[src/rtl/maze_pkg.sv]
// Shared encodings and widths for the maze game sequencer.
// WELCOME must remain 2'b00 because existing screen logic decodes it.
package maze_pkg;

  localparam int LEVEL_W = 5;
  localparam int TIME_W  = 8;
  localparam int WIN_W   = 8;
  localparam int HOLD_W  = 8;

  localparam logic [1:0] ST_WELCOME = 2'b00;
  localparam logic [1:0] ST_PLAY    = 2'b01;
  localparam logic [1:0] ST_WIN     = 2'b10;
  localparam logic [1:0] ST_LOSE    = 2'b11;

  function automatic logic [WIN_W-1:0] sat_inc(input logic [WIN_W-1:0] v);
    return (v == {WIN_W{1'b1}}) ? v : v + 1'b1;
  endfunction

endpackage

[src/rtl/btn_edge.sv]
// Rising-edge detector for one debounced button level.
// press is combinational off the registered history; a held button yields one press.
module btn_edge (
  input  logic clk,
  input  logic rst,
  input  logic btn,
  output logic press
);

  logic btn_q;
  logic btn_d;

  always_comb begin
    btn_d = btn;
  end

  always_ff @(posedge clk) begin
    if (rst) begin
      btn_q <= 1'b0;
    end else begin
      btn_q <= btn_d;
    end
  end

  assign press = btn & ~btn_q;

endmodule

[src/rtl/maze_game_ctrl.sv]
// Game sequencer: WELCOME/PLAY/WIN/LOSE, level select, run countdown, hold timer.
// All outputs registered, one clock from inputs.
module maze_game_ctrl
  import maze_pkg::*;
#(
  parameter int LEVEL_MAX     = 19,
  parameter int LEVEL_DEFAULT = 10,
  parameter int TIME_LIMIT    = 60,
  parameter int HOLD_TICKS    = 5
) (
  input  logic               clk,
  input  logic               rst,
  input  logic               tick_1hz,
  input  logic               btn_up,
  input  logic               btn_down,
  input  logic               btn_start,
  input  logic               goal_reached,
  output logic [1:0]         state,
  output logic [LEVEL_W-1:0] level_num,
  output logic [TIME_W-1:0]  time_left,
  output logic               load_maze,
  output logic [WIN_W-1:0]   win_count
);

  localparam logic [LEVEL_W-1:0] LVL_MAX   = LEVEL_W'(LEVEL_MAX);
  localparam logic [LEVEL_W-1:0] LVL_DEF   = LEVEL_W'(LEVEL_DEFAULT);
  localparam logic [TIME_W-1:0]  TIME_INIT = TIME_W'(TIME_LIMIT);
  localparam logic [HOLD_W-1:0]  HOLD_LAST = HOLD_W'(HOLD_TICKS - 1);

  logic up_press, down_press, start_press;

  btn_edge u_up    (.clk(clk), .rst(rst), .btn(btn_up),    .press(up_press));
  btn_edge u_down  (.clk(clk), .rst(rst), .btn(btn_down),  .press(down_press));
  btn_edge u_start (.clk(clk), .rst(rst), .btn(btn_start), .press(start_press));

  logic [1:0]         state_q, state_d;
  logic [LEVEL_W-1:0] level_q, level_d;
  logic [TIME_W-1:0]  time_q,  time_d;
  logic               load_q,  load_d;
  logic [WIN_W-1:0]   win_q,   win_d;
  logic [HOLD_W-1:0]  hold_q,  hold_d;

  always_comb begin
    state_d = state_q;
    level_d = level_q;
    time_d  = time_q;
    load_d  = 1'b0;
    win_d   = win_q;
    hold_d  = hold_q;
    case (state_q)
      ST_WELCOME: begin
        if (start_press) begin
          state_d = ST_PLAY;
          time_d  = TIME_INIT;
          load_d  = 1'b1;
        end else if (up_press && !down_press) begin
          if (level_q < LVL_MAX) level_d = level_q + 1'b1;
        end else if (down_press && !up_press) begin
          if (level_q != '0) level_d = level_q - 1'b1;
        end
      end
      ST_PLAY: begin
        // A goal in the same cycle as the final tick counts as a win; the clock stops.
        if (goal_reached) begin
          state_d = ST_WIN;
          win_d   = sat_inc(win_q);
          hold_d  = '0;
        end else if (tick_1hz) begin
          if (time_q > TIME_W'(1)) begin
            time_d = time_q - 1'b1;
          end else begin
            time_d  = '0;
            state_d = ST_LOSE;
            hold_d  = '0;
          end
        end
      end
      default: begin
        if (start_press || (tick_1hz && hold_q == HOLD_LAST)) begin
          state_d = ST_WELCOME;
          hold_d  = '0;
          if (state_q == ST_WIN && level_q < LVL_MAX) level_d = level_q + 1'b1;
        end else if (tick_1hz) begin
          hold_d = hold_q + 1'b1;
        end
      end
    endcase
  end

  always_ff @(posedge clk) begin
    if (rst) begin
      state_q <= ST_WELCOME;
      level_q <= LVL_DEF;
      time_q  <= TIME_INIT;
      load_q  <= 1'b0;
      win_q   <= '0;
      hold_q  <= '0;
    end else begin
      state_q <= state_d;
      level_q <= level_d;
      time_q  <= time_d;
      load_q  <= load_d;
      win_q   <= win_d;
      hold_q  <= hold_d;
    end
  end

  assign state     = state_q;
  assign level_num = level_q;
  assign time_left = time_q;
  assign load_maze = load_q;
  assign win_count = win_q;

endmodule

[config.mk]
export PLATFORM = sky130hd
export DESIGN_NAME = maze_game_ctrl
export DESIGN_NICKNAME = d
export VERILOG_FILES = /design/src/rtl/maze_pkg.sv /design/src/rtl/btn_edge.sv /design/src/rtl/maze_game_ctrl.sv
export SDC_FILE = /design/constraint.sdc
export NUM_CORES = 1
export LEC_CHECK = 0
export BUFFER_PORTS_ARGS = -buffer_cell sky130_fd_sc_hd__buf_2
export CAP_MARGIN = 10
export CORE_ASPECT_RATIO = 2
export CORE_MARGIN = 5
export CORE_UTILIZATION = 54
export CTS_CLUSTER_DIAMETER = 100
export CTS_CLUSTER_SIZE = 12
export DETAILED_ROUTE_END_ITERATION = 16
export PLACE_DENSITY_LB_ADDON = 0.15
export SETUP_SLACK_MARGIN = 0.5
export SYNTH_ARGS = -nofsm -noshare
export SYNTH_HDL_FRONTEND = slang
export SYNTH_HIERARCHICAL = 1
export SYNTH_SLANG_ARGS = --single-unit
[constraint.sdc]
create_clock -name clk -period 6.4 [get_ports clk]
set_input_delay 0.96 -clock clk [delete_from_list [all_inputs] [get_ports clk]]
set_output_delay 0.96 -clock clk [all_outputs]
set_load 0.02 [all_outputs]
* After elaboration in Yosys (flattened, before gate mapping)
Index checks and enable logic that the tools add are counted.
** Operators by class
- Add/sub/neg operators :: 5
- Order comparisons :: 2
- Equal/unequal tests :: 13
- Muxes and demuxes :: 26
- Bitwise operators :: 9
- Reductions and logical operators :: 20
** Operator list (number)
- 2-to-1 mux 8 bit :: 9
- 2-to-1 mux 5 bit :: 7
- case mux 8 bit (2 select lines) :: 2
- adder 8 x 1 -> 8 bit (second input constant) :: 2
- != test 3 bit (second input constant) :: 5
- AND reduction 4 bit :: 3
- 2-to-1 mux 2 bit :: 5
- case mux 5 bit (2 select lines) :: 1
- == test 8 x 3 -> 1 bit (second input constant) :: 1
- == test 8 bit (second input constant) :: 1
- > comparator 8 x 1 -> 1 bit (second input constant) :: 1
- != test 2 bit (second input constant) :: 4
- subtractor 8 x 1 -> 8 bit (second input constant) :: 1
- AND reduction 7 bit :: 1
- inverter 1 bit :: 6
- nonzero test 2 bit :: 3
- nonzero test 3 bit :: 2
- adder 5 x 1 -> 5 bit (second input constant) :: 1
- less-than comparator 5 bit (second input constant) :: 1
- nonzero test 5 bit :: 1
- subtractor 5 x 1 -> 5 bit (second input constant) :: 1
- logical AND 1 bit :: 4
- case mux 2 bit (2 select lines) :: 1
- AND 1 bit :: 3
- 8 further kinds :: 9
** Storage, ports and cells
- Register bits :: 35
- Input bits :: 7
- Output and inout port bits :: 24
- Logic and storage cells :: 84

* Logic depth before layout (Yosys ltp)
Gate-level depths: netlist of run 1.
- Depth in word-level cells :: 8
- Depth in mapped cells :: 8
- Depth with buffers taken out :: 8

* Cells and area by module
Netlist of run 1, hierarchy kept.
** By module, submodules not included
- maze_game_ctrl :: instances 1, cells an instance 217, area an instance 1844.3 sq um
- btn_edge :: instances 3, cells an instance 3, area an instance 47.5 sq um

* Worst setup path after synthesis of run 1
OpenSTA, ideal clock, no wires.
- Kind :: in2reg
- From :: in btn_down
- To :: reg level_q[3] (netlist: level_num[3])
- Arrival :: 2.696 ns
- Data required time :: 6.273 ns
- Slack :: 3.577 ns
- Cell stages on the path :: 8
- Path buffers :: 0
- Cells stage by stage :: nor2b_4 -> inv_1 -> ha_1 -> or4_1 -> a31oi_2 -> o211ai_4 -> o21a_1 -> or3_1
** Between the ends
- Cells in the longest elaborated chain, start to end :: 6
- Elaborated cells on any way between the ends :: 11
- Classes of those cells :: eq/ne (3); mux (3); bitwise (1); reduce/logical (4)
** Ends and longest elaborated chain
- start, declared :: RTL line maze_game_ctrl.sv:15 : input logic btn_down,
- AND 1 bit * :: RTL line btn_edge.sv:25 : assign press = btn & ~btn_q;
- logical NOT 1 bit :: RTL line maze_game_ctrl.sv:56 : end else if (up_press && !down_press) begin
- logical AND 1 bit :: RTL line maze_game_ctrl.sv:56
- 2-to-1 mux 5 bit :: RTL line maze_game_ctrl.sv:56
- 2-to-1 mux 5 bit :: RTL line maze_game_ctrl.sv:52 : if (start_press) begin
- case mux 5 bit (2 select lines) :: RTL line maze_game_ctrl.sv:50 : case (state_q)
- end signal, assigned :: RTL line maze_game_ctrl.sv:100 : level_q <= level_d;
- end, declared :: RTL line maze_game_ctrl.sv:37 : logic [LEVEL_W-1:0] level_q, level_d;
Every way passes the cells marked *; elsewhere a longest branch is shown, timed or not. The select of a mux whose other input is x is not followed.
A chain may end at the register's enable or synchronous reset.

* Final worst setup path of run 1
- From :: in btn_down
- To :: reg level_q[3] (netlist: level_num[3])
** Between the ends
- Cells in the longest elaborated chain, start to end :: 6
- Elaborated cells on any way between the ends :: 11
- Classes of those cells :: eq/ne (3); mux (3); bitwise (1); reduce/logical (4)
** Ends and longest elaborated chain
- AND 1 bit * :: RTL line btn_edge.sv:25
- named net down_press :: RTL line maze_game_ctrl.sv:30 : logic up_press, down_press, start_press;
- logical NOT 1 bit :: RTL line maze_game_ctrl.sv:56
- logical AND 1 bit :: RTL line maze_game_ctrl.sv:56
- 2-to-1 mux 5 bit :: RTL line maze_game_ctrl.sv:56
- 2-to-1 mux 5 bit :: RTL line maze_game_ctrl.sv:52
- case mux 5 bit (2 select lines) :: RTL line maze_game_ctrl.sv:50
The timed path passes the listed nets; every way through them passes the cells marked *. The select of a mux whose other input is x is not followed.

==> impl_metrics.env, run 1 <==
export IMPL_cellPowerDensity_nw_per_um2=219
export IMPL_fin_crit_sh_pct=42.9
export IMPL_yosys_top_cells_count="dfxtp_1 (35), nor2_1 (27), a21oi_1 (19)"
export IMPL_internal_power_mw=0.338
export IMPL_nets=271
export IMPL_synth_top_area_cell="dfxtp_1"
export IMPL_fin_tns_setup_ns=0
export IMPL_cts_buffers_inserted=5
export IMPL_fp_dieArea_um2=5070
export IMPL_wl_met3_um=170
export IMPL_num_vias=1727
export IMPL_h_tree_depth=2
export IMPL_synth_distinct_cells=55
export IMPL_syn_num_nets=241
export IMPL_r2r_end="level_num[3]$_SDFFE_PP1P_"
export IMPL_fin_skew_ns=0.00484
export IMPL_status="completed"
export IMPL_reg2reg_slack_ns=4.12
export IMPL_wl_per_cell_um=13.9
export IMPL_die_x_um=52.9
export IMPL_place_congestion=0.775
export IMPL_r2r_start="u_down/btn_q$_SDFF_PP0_"
export IMPL_wl_um=4270
export IMPL_grt_util_all_layers_pct=19.1
export IMPL_endpoint_kind="flip-flop"
export IMPL_setup_violations=0
export IMPL_peakVddDrop_v=0.000192
export IMPL_reg2reg_depth=8
export IMPL_m1WireLength_um=1610
export IMPL_ant_nets=0
export IMPL_design_core_area_um2=3610
export IMPL_design_area_um2=2230
export IMPL_combinationalPowerShare_pct=19.7
export IMPL_cts_tree="built"
export IMPL_grt_pass1_wl_um=7290
export IMPL_dr_max_layer_used="met4"
export IMPL_fmax_mhz=364
export IMPL_netSwitchingPower_mw=0.149
export IMPL_worstSetupPathType="in2reg"
export IMPL_hold_viol=0
export IMPL_netlist_area_um2=1990
export IMPL_wl_met2_um=2380
export IMPL_ioPinCount=31
export IMPL_grt_pass1_vias=1689
export IMPL_maxCapViolations=0
export IMPL_start_kind="input port"
export IMPL_drc_errors=0
export IMPL_first_pass_iters=4
export IMPL_hold_end="time_left[4]$_SDFFE_PP1P_"
export IMPL_cts_setup_buffers=0
export IMPL_cts_resized=0
export IMPL_min_from="time_left[4]$_SDFFE_PP1P_"
export IMPL_avgSynthCellArea_um2=8.79
export IMPL_areaGrowthSynthToFinish_pct=12.3
export IMPL_critPathArrivalTime_ns=2.91
export IMPL_path_clk_slew_ns=0.07
export IMPL_placed_cell_area_um2=2150
export IMPL_dp_hpwl_um=3240
export IMPL_synth_top_area_share_pct=35.3
export IMPL_yosysSeqAreaShare_pct=35.3
export IMPL_cts_root_buf="clkbuf_8"
export IMPL_min_path_cells=2
export IMPL_drive_gt1_share_pct=21.8
export IMPL_io_buffers=30
export IMPL_slew_viol_final=0
export IMPL_drt_initial_drc_count=47
export IMPL_p_seq_share_pct=49.0
export IMPL_syn_inst=226
export IMPL_die_y_um=95.8
export IMPL_grt_max_degree=37
export IMPL_antennaDiodeCount=0
export IMPL_synth_most_common_cell="dfxtp_1"
export IMPL_initial_utilization_pct=55.1
export IMPL_grt_overflow=0
export IMPL_synth_main_ff_cell="dfxtp_1"
export IMPL_synth_seq_cells=35
export IMPL_worstPathRequired_ns=6.56
export IMPL_hp_class="reg2reg"
export IMPL_crit_fanout=9
export IMPL_rows=31
export IMPL_cts_hold_repair_buffers=0
export IMPL_swShare_pct=30.6
export IMPL_clk_latency_ns=0.28
export IMPL_worstMarginPinSlew_ns=0.825
export IMPL_antenna_found_initial=0
export IMPL_async_flop_share_pct=0
export IMPL_yosys_warnings=6
export IMPL_min_period_ns=2.75
export IMPL_clockBufferDepth=2
export IMPL_grt_setup_unrepaired="false"
export IMPL_pwr_share_clk_pct=31.4
export IMPL_vias_per_cell=5.64
export IMPL_leakage_nw=0.873
export IMPL_max_slew_margin_rel_pct=43.5
export IMPL_synth_top_cells_by_area="dfxtp_1 (35%), nor2_1 (5.1%), ha_1 (5.0%)"
export IMPL_synth_edf_count=0
export IMPL_cts_num_sinks=35
## through the flow
stage / utilization, % / power, mW / setup slack, ns / hold slack (ns) / cells
floorplan: - / 0.316 / 3.58 / 0.457 / 226
global route: 61.9 / 0.516 / 3.55 / 0.510 / 306
CTS: 61.9 / 0.492 / 3.64 / 0.485 / 306
global placement: 59.6 / 0.339 / 3.39 / 0.471 / 298
finish: 61.9 / 0.488 / 3.65 / 0.485 / 306
detailed placement: 59.6 / 0.340 / 3.35 / 0.474 / 298
## critical path, cell delays in order
cell and delay, ns:
buf_2 0.09, nor2b_4 0.12, inv_1 0.04, ha_1 0.27
or4_1 0.51, a31oi_2 0.22, o211ai_4 0.16, o21a_1 0.21
or3_1 0.33
## state kept, by name, summed over array words and instances (netlist names), 2 cells and up
signal / cells
hold_q: 8
level_num: 5
state: 2
time_left: 8
win_count: 8
## layer usage
layer,GRT usage [%],up-vias
met5,0,-
met4,8.53,0
met3,4.19,7
met2,35.3,37
met1,19.6,810
li1,-,873
## cell type report
class / count / area (um^2)
fillers: 338 / 1380
multi-input cells: 172 / 1190
flip-flops and latches: 35 / 701
repair buffers: 30 / 150
clock buffers: 5 / 68.8
well taps: 49 / 61.3
inverters: 12 / 45.0
clock inverters: 3 / 15.0
## cells by family (layout without fill, tap and decap cells)
| group | Yosys count | after routing | synth area share, % |
|---|---|---|---|
| compound gates | 59 | 59 | 20.7 |
| xor+xnor | 8 | 8 | 3.53 |
| fa+ha+maj | 8 | 8 | 5.04 |
| buf+inv | 19 | 50 | 4.79 |
| flops | 35 | 35 | 35.3 |
| mux | 2 | 2 | 1.01 |
| simple gates | 95 | 95 | 29.7 |
## worst max path at each step
stage	startpoint	endpoint	slack (ns)
6_report	btn_down	level_num[3]$_SDFFE_PP1P_	3.65
5_1_grt	btn_down	level_num[3]$_SDFFE_PP1P_	3.55
4_1_cts	btn_down	level_num[3]$_SDFFE_PP1P_	3.64
3_5_place_dp	btn_down	level_num[3]$_SDFFE_PP1P_	3.35
3_3_place_gp	btn_down	level_num[3]$_SDFFE_PP1P_	3.39
2_1_floorplan	btn_down	level_num[3]$_SDFFE_PP1P_	3.58
## power groups by stage
stage | registers [mW] | clock network (mW) | logic, mW
after global placement | 0.243 | 0 | 0.0956
after CTS | 0.239 | 0.156 | 0.0972
after detailed placement | 0.244 | 0 | 0.0967
after global routing | 0.241 | 0.168 | 0.107
final | 0.239 | 0.153 | 0.0960
after floorplan | 0.249 | 0 | 0.0667
## cells in the final DEF (no fill, tap or decap), drive strengths merged, types with 3 or more instances in the layout
master,Yosys,layout
dfxtp,35,35
buf,2,30
nor2,28,28
a21oi,19,19
o21ai,13,13
inv,12,12
nand2,10,10
nor3,9,9
ha,8,8
nor2b,8,8
or3,7,7
or3b,7,7
nand3,5,5
xor2,5,5
clkbuf,4,5
a31oi,5,5
and3,4,4
xnor2,3,3
nand2b,3,3
a21o,3,3
clkinv,0,3
o211ai,3,3
nor4,3,3
Note: power is estimated with default switching activity, not from simulation.
==> run 2: changes to the inputs <==
CORE_UTILIZATION = 51   (was 54)
clock period = 2.5 ns   (was 6.4 ns; I/O delays follow)
==> run 2 against run 1 <==
Against the previous run:
- first-iteration DRC count is 49% lower
- critical path depth is 1 lower
- hold slack worse by 0.17 ns
- power grew to 2.9 times the previous value
- global-route usage is 0.72 points lower
- routed wire length is 3.2% higher
- highest routed layer unchanged
- via count is 2.8% higher
- flip-flop and latch count stayed put
- setup slack worse by 3.2 ns
- clock skew is 0.0036 ns higher
==> impl_metrics.env, run 2 (synthesis gave the netlist of run 1 again) <==
export IMPL_status="completed"
export IMPL_fin_crit_sh_pct=82.4
export IMPL_hold_ws_ns=0.319
export IMPL_crit_fanout=7
export IMPL_start_kind="flip-flop"
export IMPL_dp_hpwl_um=3220
export IMPL_dr_max_layer_used="met4"
export IMPL_path_clk_slew_ns=0.07
export IMPL_wl_per_cell_um=13.9
export IMPL_vias_per_cell=5.60
export IMPL_wl_met3_um=100
export IMPL_grt_util_all_layers_pct=18.4
export IMPL_area_sequential_um2=704
export IMPL_worstPathRequired_ns=2.67
export IMPL_areaGrowthSynthToFinish_pct=21.3
export IMPL_peakVddDrop_v=0.000452
export IMPL_grt_overflow=0
export IMPL_dp_cells=305
export IMPL_die_x_um=54.1
export IMPL_leakage_nw=0.940
export IMPL_final_cell_mix="dfxtp_1 (32), buf_2 (30), nor2_1 (26), a21oi_1 (19), o21ai_0 (13)"
export IMPL_ant_nets=0
export IMPL_design_core_area_um2=3800
export IMPL_grt_setup_unrepaired="true"
export IMPL_cellPowerDensity_nw_per_um2=591
export IMPL_fin_skew_ns=0.00848
export IMPL_place_congestion=0.790
export IMPL_drc_errors=0
export IMPL_rows=32
export IMPL_h_tree_depth=2
export IMPL_first_pass_iters=4
export IMPL_ioPinCount=31
export IMPL_fin_tns_setup_ns=0
export IMPL_multi_input_area_um2=1260
export IMPL_wl_um=4400
export IMPL_clockBufferDepth=2
export IMPL_layout_commonest_cell="dfxtp_1"
export IMPL_maxCapViolations=0
export IMPL_grt_max_degree=37
export IMPL_grt_pass1_vias=1719
export IMPL_die_y_um=98.3
export IMPL_min_period_ns=2.06
export IMPL_drive_gt1_share_pct=28.9
export IMPL_grt_pass1_wl_um=7530
export IMPL_nets=280
export IMPL_cts_root_buf="clkbuf_8"
export IMPL_antennaDiodeCount=0
export IMPL_critPathArrivalTime_ns=2.23
export IMPL_worstMarginPinSlew_ns=0.763
export IMPL_hold_viol=0
export IMPL_worstSetupPathType="reg2reg"
export IMPL_setup_violations=0
export IMPL_clk_latency_ns=0.29
export IMPL_wl_met2_um=2480
export IMPL_reg2reg_slack_ns=0.44
export IMPL_io_buffers=30
export IMPL_cts_hold_repair_buffers=0
export IMPL_num_vias=1775
export IMPL_cts_num_sinks=35
export IMPL_drt_initial_drc_count=24
export IMPL_final_fill_count=345
export IMPL_hp_class="in2reg"
export IMPL_max_slew_margin_rel_pct=49.1
export IMPL_slew_viol_final=0
export IMPL_initial_utilization_pct=52.2
export IMPL_cts_tree="built"
export IMPL_fmax_mhz=485
export IMPL_antenna_found_initial=0
export IMPL_fp_dieArea_um2=5320
export IMPL_fin_cells=317
export IMPL_cts_buffers_inserted=5
export IMPL_endpoint_kind="flip-flop"
export IMPL_m1WireLength_um=1730
[run 2: cell types whose count changed in the layout (fill, tap and decap cells not counted), moves of 2 or more]
cell	before	now
nor2_4	0	2
ha_1	8	6
dfxtp_1	35	32
buf_4	0	9
dfxtp_2	0	3
clkinv_2	3	1
[run 2: where the power goes]
group	internal [mW]	total [mW]	switching (mW)	leakage [nW]
Sequential	0.581	0.614	0.0329	0.285
Clock	0.323	0.524	0.201	0.0612
Combinational	0.126	0.287	0.161	0.595
Total	1.03	1.42	0.395	0.940
[run 2: repair_timing]
| item | in CTS | in global routing |
|---|---|---|
| endpoints found under the hold margin | 0 | 0 |
| buffers inserted | 2 | 2 |
| pin swaps | 4 | 5 |
| endpoints found under the setup margin | 5 | 16 |
| resized for setup | 6 | 11 |
[run 2: path summary, 6_finish.rpt]
| kind | startpoint | to | cells past startpoint |
|---|---|---|---|
| min reg2reg | hold_q[1]$_SDFFE_PP0P_ | hold_q[1]$_SDFFE_PP0P_ | 2 |
| max reg2reg | u_down/btn_q$_SDFF_PP0_ | level_num[3]$_SDFFE_PP1P_ | 8 |
| min | btn_down | u_down/btn_q$_SDFF_PP0_ | 2 |
| max | u_down/btn_q$_SDFF_PP0_ | level_num[3]$_SDFFE_PP1P_ | 8 |
[run 2: stage by stage]
stage               power, mW  setup slack, ns  utilization, %  cell area, um^2
finish                   1.42            0.440            63.4             2410
global route             1.52            0.358            63.4             2410
CTS                      1.43            0.399            61.7             2350
detailed placement      0.883           0.0859            57.5             2190
global placement        0.879            0.128            57.5             2190
floorplan               0.809            0.279               -             1990
[run 2: worst max-delay path, stage by stage, from the launching register on]
cell,delay [ns]
dfxtp_2,0.33
nor2b_4,0.10
inv_2,0.05
ha_4,0.21
or4_4,0.49
a31oi_4,0.18
o211ai_4,0.11
o21a_1,0.19
or3_1,0.29
[run 2: area by class of cell]
type | count | share of cell area [%]
Tap cell | 51 | 2.65
Inverter | 12 | 1.87
Clock buffer | 6 | 3.43
Multi-Input combinational cell | 172 | 52.4
Timing Repair Buffer | 39 | 9.03
Clock inverter | 2 | 1.45
Sequential cell | 35 | 29.2
[run 2: routing by layer]
metal	GRT usage (%)	vias up
met5	0	-
met4	7.49	0
met3	3.66	6
met2	33.1	17
met1	19.2	851
li1	-	901
==> run 3: changes to the inputs <==
CORE_UTILIZATION = 54   (was 51)
clock period = 1.9 ns   (was 2.5 ns; I/O delays follow)
==> run 3 against run 2 <==
Against the previous run:
- the run now ends with negative setup slack left
- first-iteration DRC count is 8.3% lower
- critical path depth stayed put
- final cell count rose by 6.6%
- clock-buffer cell count is 1 lower
- power grew 36%
- design area rose by 18%
- critical path type unchanged
- critical endpoint unchanged
- largest power group unchanged
==> impl_metrics.env, run 3 (synthesis gave the netlist of run 1 again) <==
export IMPL_status="finished with violations"
export IMPL_failed_checks="negative setup slack"
export IMPL_cellPowerDensity_nw_per_um2=681
export IMPL_fmax_mhz=481
export IMPL_worstMarginPinSlew_ns=0.786
export IMPL_die_y_um=95.8
export IMPL_initial_utilization_pct=55.1
export IMPL_cts_num_sinks=35
export IMPL_clockBufferDepth=2
export IMPL_netSwitchingPower_mw=0.573
export IMPL_pwr_share_clk_pct=34.9
export IMPL_worstPathRequired_ns=2.08
export IMPL_ant_nets=0
export IMPL_h_tree_depth=2
export IMPL_slew_viol_final=0
export IMPL_fp_dieArea_um2=5070
export IMPL_fin_skew_ns=0.00920
export IMPL_p_seq_share_pct=41.4
export IMPL_start_kind="flip-flop"
export IMPL_nets=303
export IMPL_multi_input_area_um2=1450
export IMPL_antennaDiodeCount=0
export IMPL_drc_errors=0
export IMPL_final_core_util_pct=78.6
export IMPL_layout_commonest_cell="buf_2"
export IMPL_worstSetupPathType="reg2reg"
export IMPL_fin_tns_setup_ns=-0.598
export IMPL_grt_max_degree=37
export IMPL_final_cell_mix="buf_2 (31), nor2_1 (25), buf_4 (21), dfxtp_1 (20), a21oi_1 (14)"
export IMPL_final_fill_count=250
export IMPL_dp_hpwl_um=3340
export IMPL_setup_violations=5
export IMPL_area_sequential_um2=737
export IMPL_peakVddDrop_v=0.000769
export IMPL_path_clk_slew_ns=0.07
export IMPL_grt_pass1_vias=1830
export IMPL_num_vias=1912
export IMPL_pre_cts_slack_ns=-0.373
export IMPL_grt_util_all_layers_pct=21.3
export IMPL_die_x_um=52.9
export IMPL_drt_initial_drc_count=22
export IMPL_leakage_nw=1.09
export IMPL_antenna_found_initial=0
export IMPL_fin_crit_sh_pct=109
export IMPL_io_buffers=30
export IMPL_clk_latency_ns=0.29
export IMPL_hold_ws_ns=0.226
export IMPL_ioPinCount=31
export IMPL_wl_per_cell_um=14.9
export IMPL_endpoint_kind="flip-flop"
export IMPL_internal_power_mw=1.36
export IMPL_cts_root_buf="clkbuf_8"
export IMPL_hold_viol=0
export IMPL_vias_per_cell=5.66
export IMPL_grt_pass1_wl_um=8180
export IMPL_crit_fanout=5
export IMPL_place_congestion=0.848
export IMPL_grt_overflow=0
export IMPL_drive_gt1_share_pct=47.8
export IMPL_critPathArrivalTime_ns=2.25
export IMPL_first_pass_iters=5
export IMPL_hp_class="in2reg"
export IMPL_worst_slack_ns=-0.178
export IMPL_combinationalPowerShare_pct=23.7
export IMPL_min_period_ns=2.08
export IMPL_rows=31
export IMPL_areaGrowthSynthToFinish_pct=42.6
export IMPL_swShare_pct=29.7
export IMPL_grt_setup_unrepaired="true"
export IMPL_max_slew_margin_rel_pct=47.6
export IMPL_maxCapViolations=0
export IMPL_cts_buffers_inserted=5
export IMPL_design_core_area_um2=3610
export IMPL_wl_um=5030
export IMPL_cts_tree="built"
[run 3: cell count changes in the layout (fill, tap and decap cells not counted), sizes merged]
cell	before	now
buf	39	62
clkbuf	6	5
clkinv	1	2
[run 3: through the flow]
stage	cell area [um^2]	power, mW	std cells
after global placement	2380	1.19	312
after global routing	2830	2.01	338
after floorplan	2120	1.08	226
after detailed placement	2380	1.19	312
after CTS	2740	1.93	331
final	2830	1.93	338
[run 3: routing by layer]
layer / up-vias / wire length, um / GRT usage (%)
met2: 50 / 2770 / 40.1
met3: 9 / 202 / 3.72
met5: - / 0 / 0
met4: 0 / 95 / 7.68
li1: 944 / - / -
met1: 909 / 1960 / 22.4
[run 3: worst max-delay path: stages, from the launching register on]
cell      delay [ns]
dfxtp_2         0.33
nor2b_4         0.10
inv_2           0.05
ha_4            0.21
or4_4           0.52
a31oi_4         0.18
o211ai_4        0.11
o21a_1          0.18
or3_1           0.29
[run 3: layout make-up]
type	instances	area share, %
clock buffers	5	2.43
clock inverters	3	1.55
inverters	12	1.59
multi-input cells	172	51.3
flip-flops and latches	35	26.0
well taps	49	2.16
repair buffers	62	15.0
[run 3: power by group through the flow]
stage | combinational, mW | sequential, mW | clock (mW)
finish | 0.458 | 0.799 | 0.673
global route | 0.502 | 0.804 | 0.708
CTS | 0.438 | 0.797 | 0.690
detailed placement | 0.379 | 0.816 | 0
global placement | 0.371 | 0.815 | 0
floorplan | 0.245 | 0.836 | 0
[run 3: timing repair]
item	4_1_cts	5_1_grt
hold buffers	0	0
setup buffers	10	7
gates cloned	1	0
pin swaps	28	16
setup endpoints to repair	30	31
resized for setup	34	13
[run 3: final timing paths]
check,from,to,depth (start not counted),slack (ns)
setup / recovery,u_down/btn_q$_SDFF_PP0_,level_num[3]$_SDFFE_PP1P_,8,-0.18
hold / removal,btn_up,u_up/btn_q$_SDFF_PP0_,2,0.23
setup reg to reg,u_down/btn_q$_SDFF_PP0_,level_num[3]$_SDFFE_PP1P_,8,-0.18
hold reg to reg,hold_q[0]$_SDFFE_PP0P_,hold_q[0]$_SDFFE_PP0P_,2,0.48
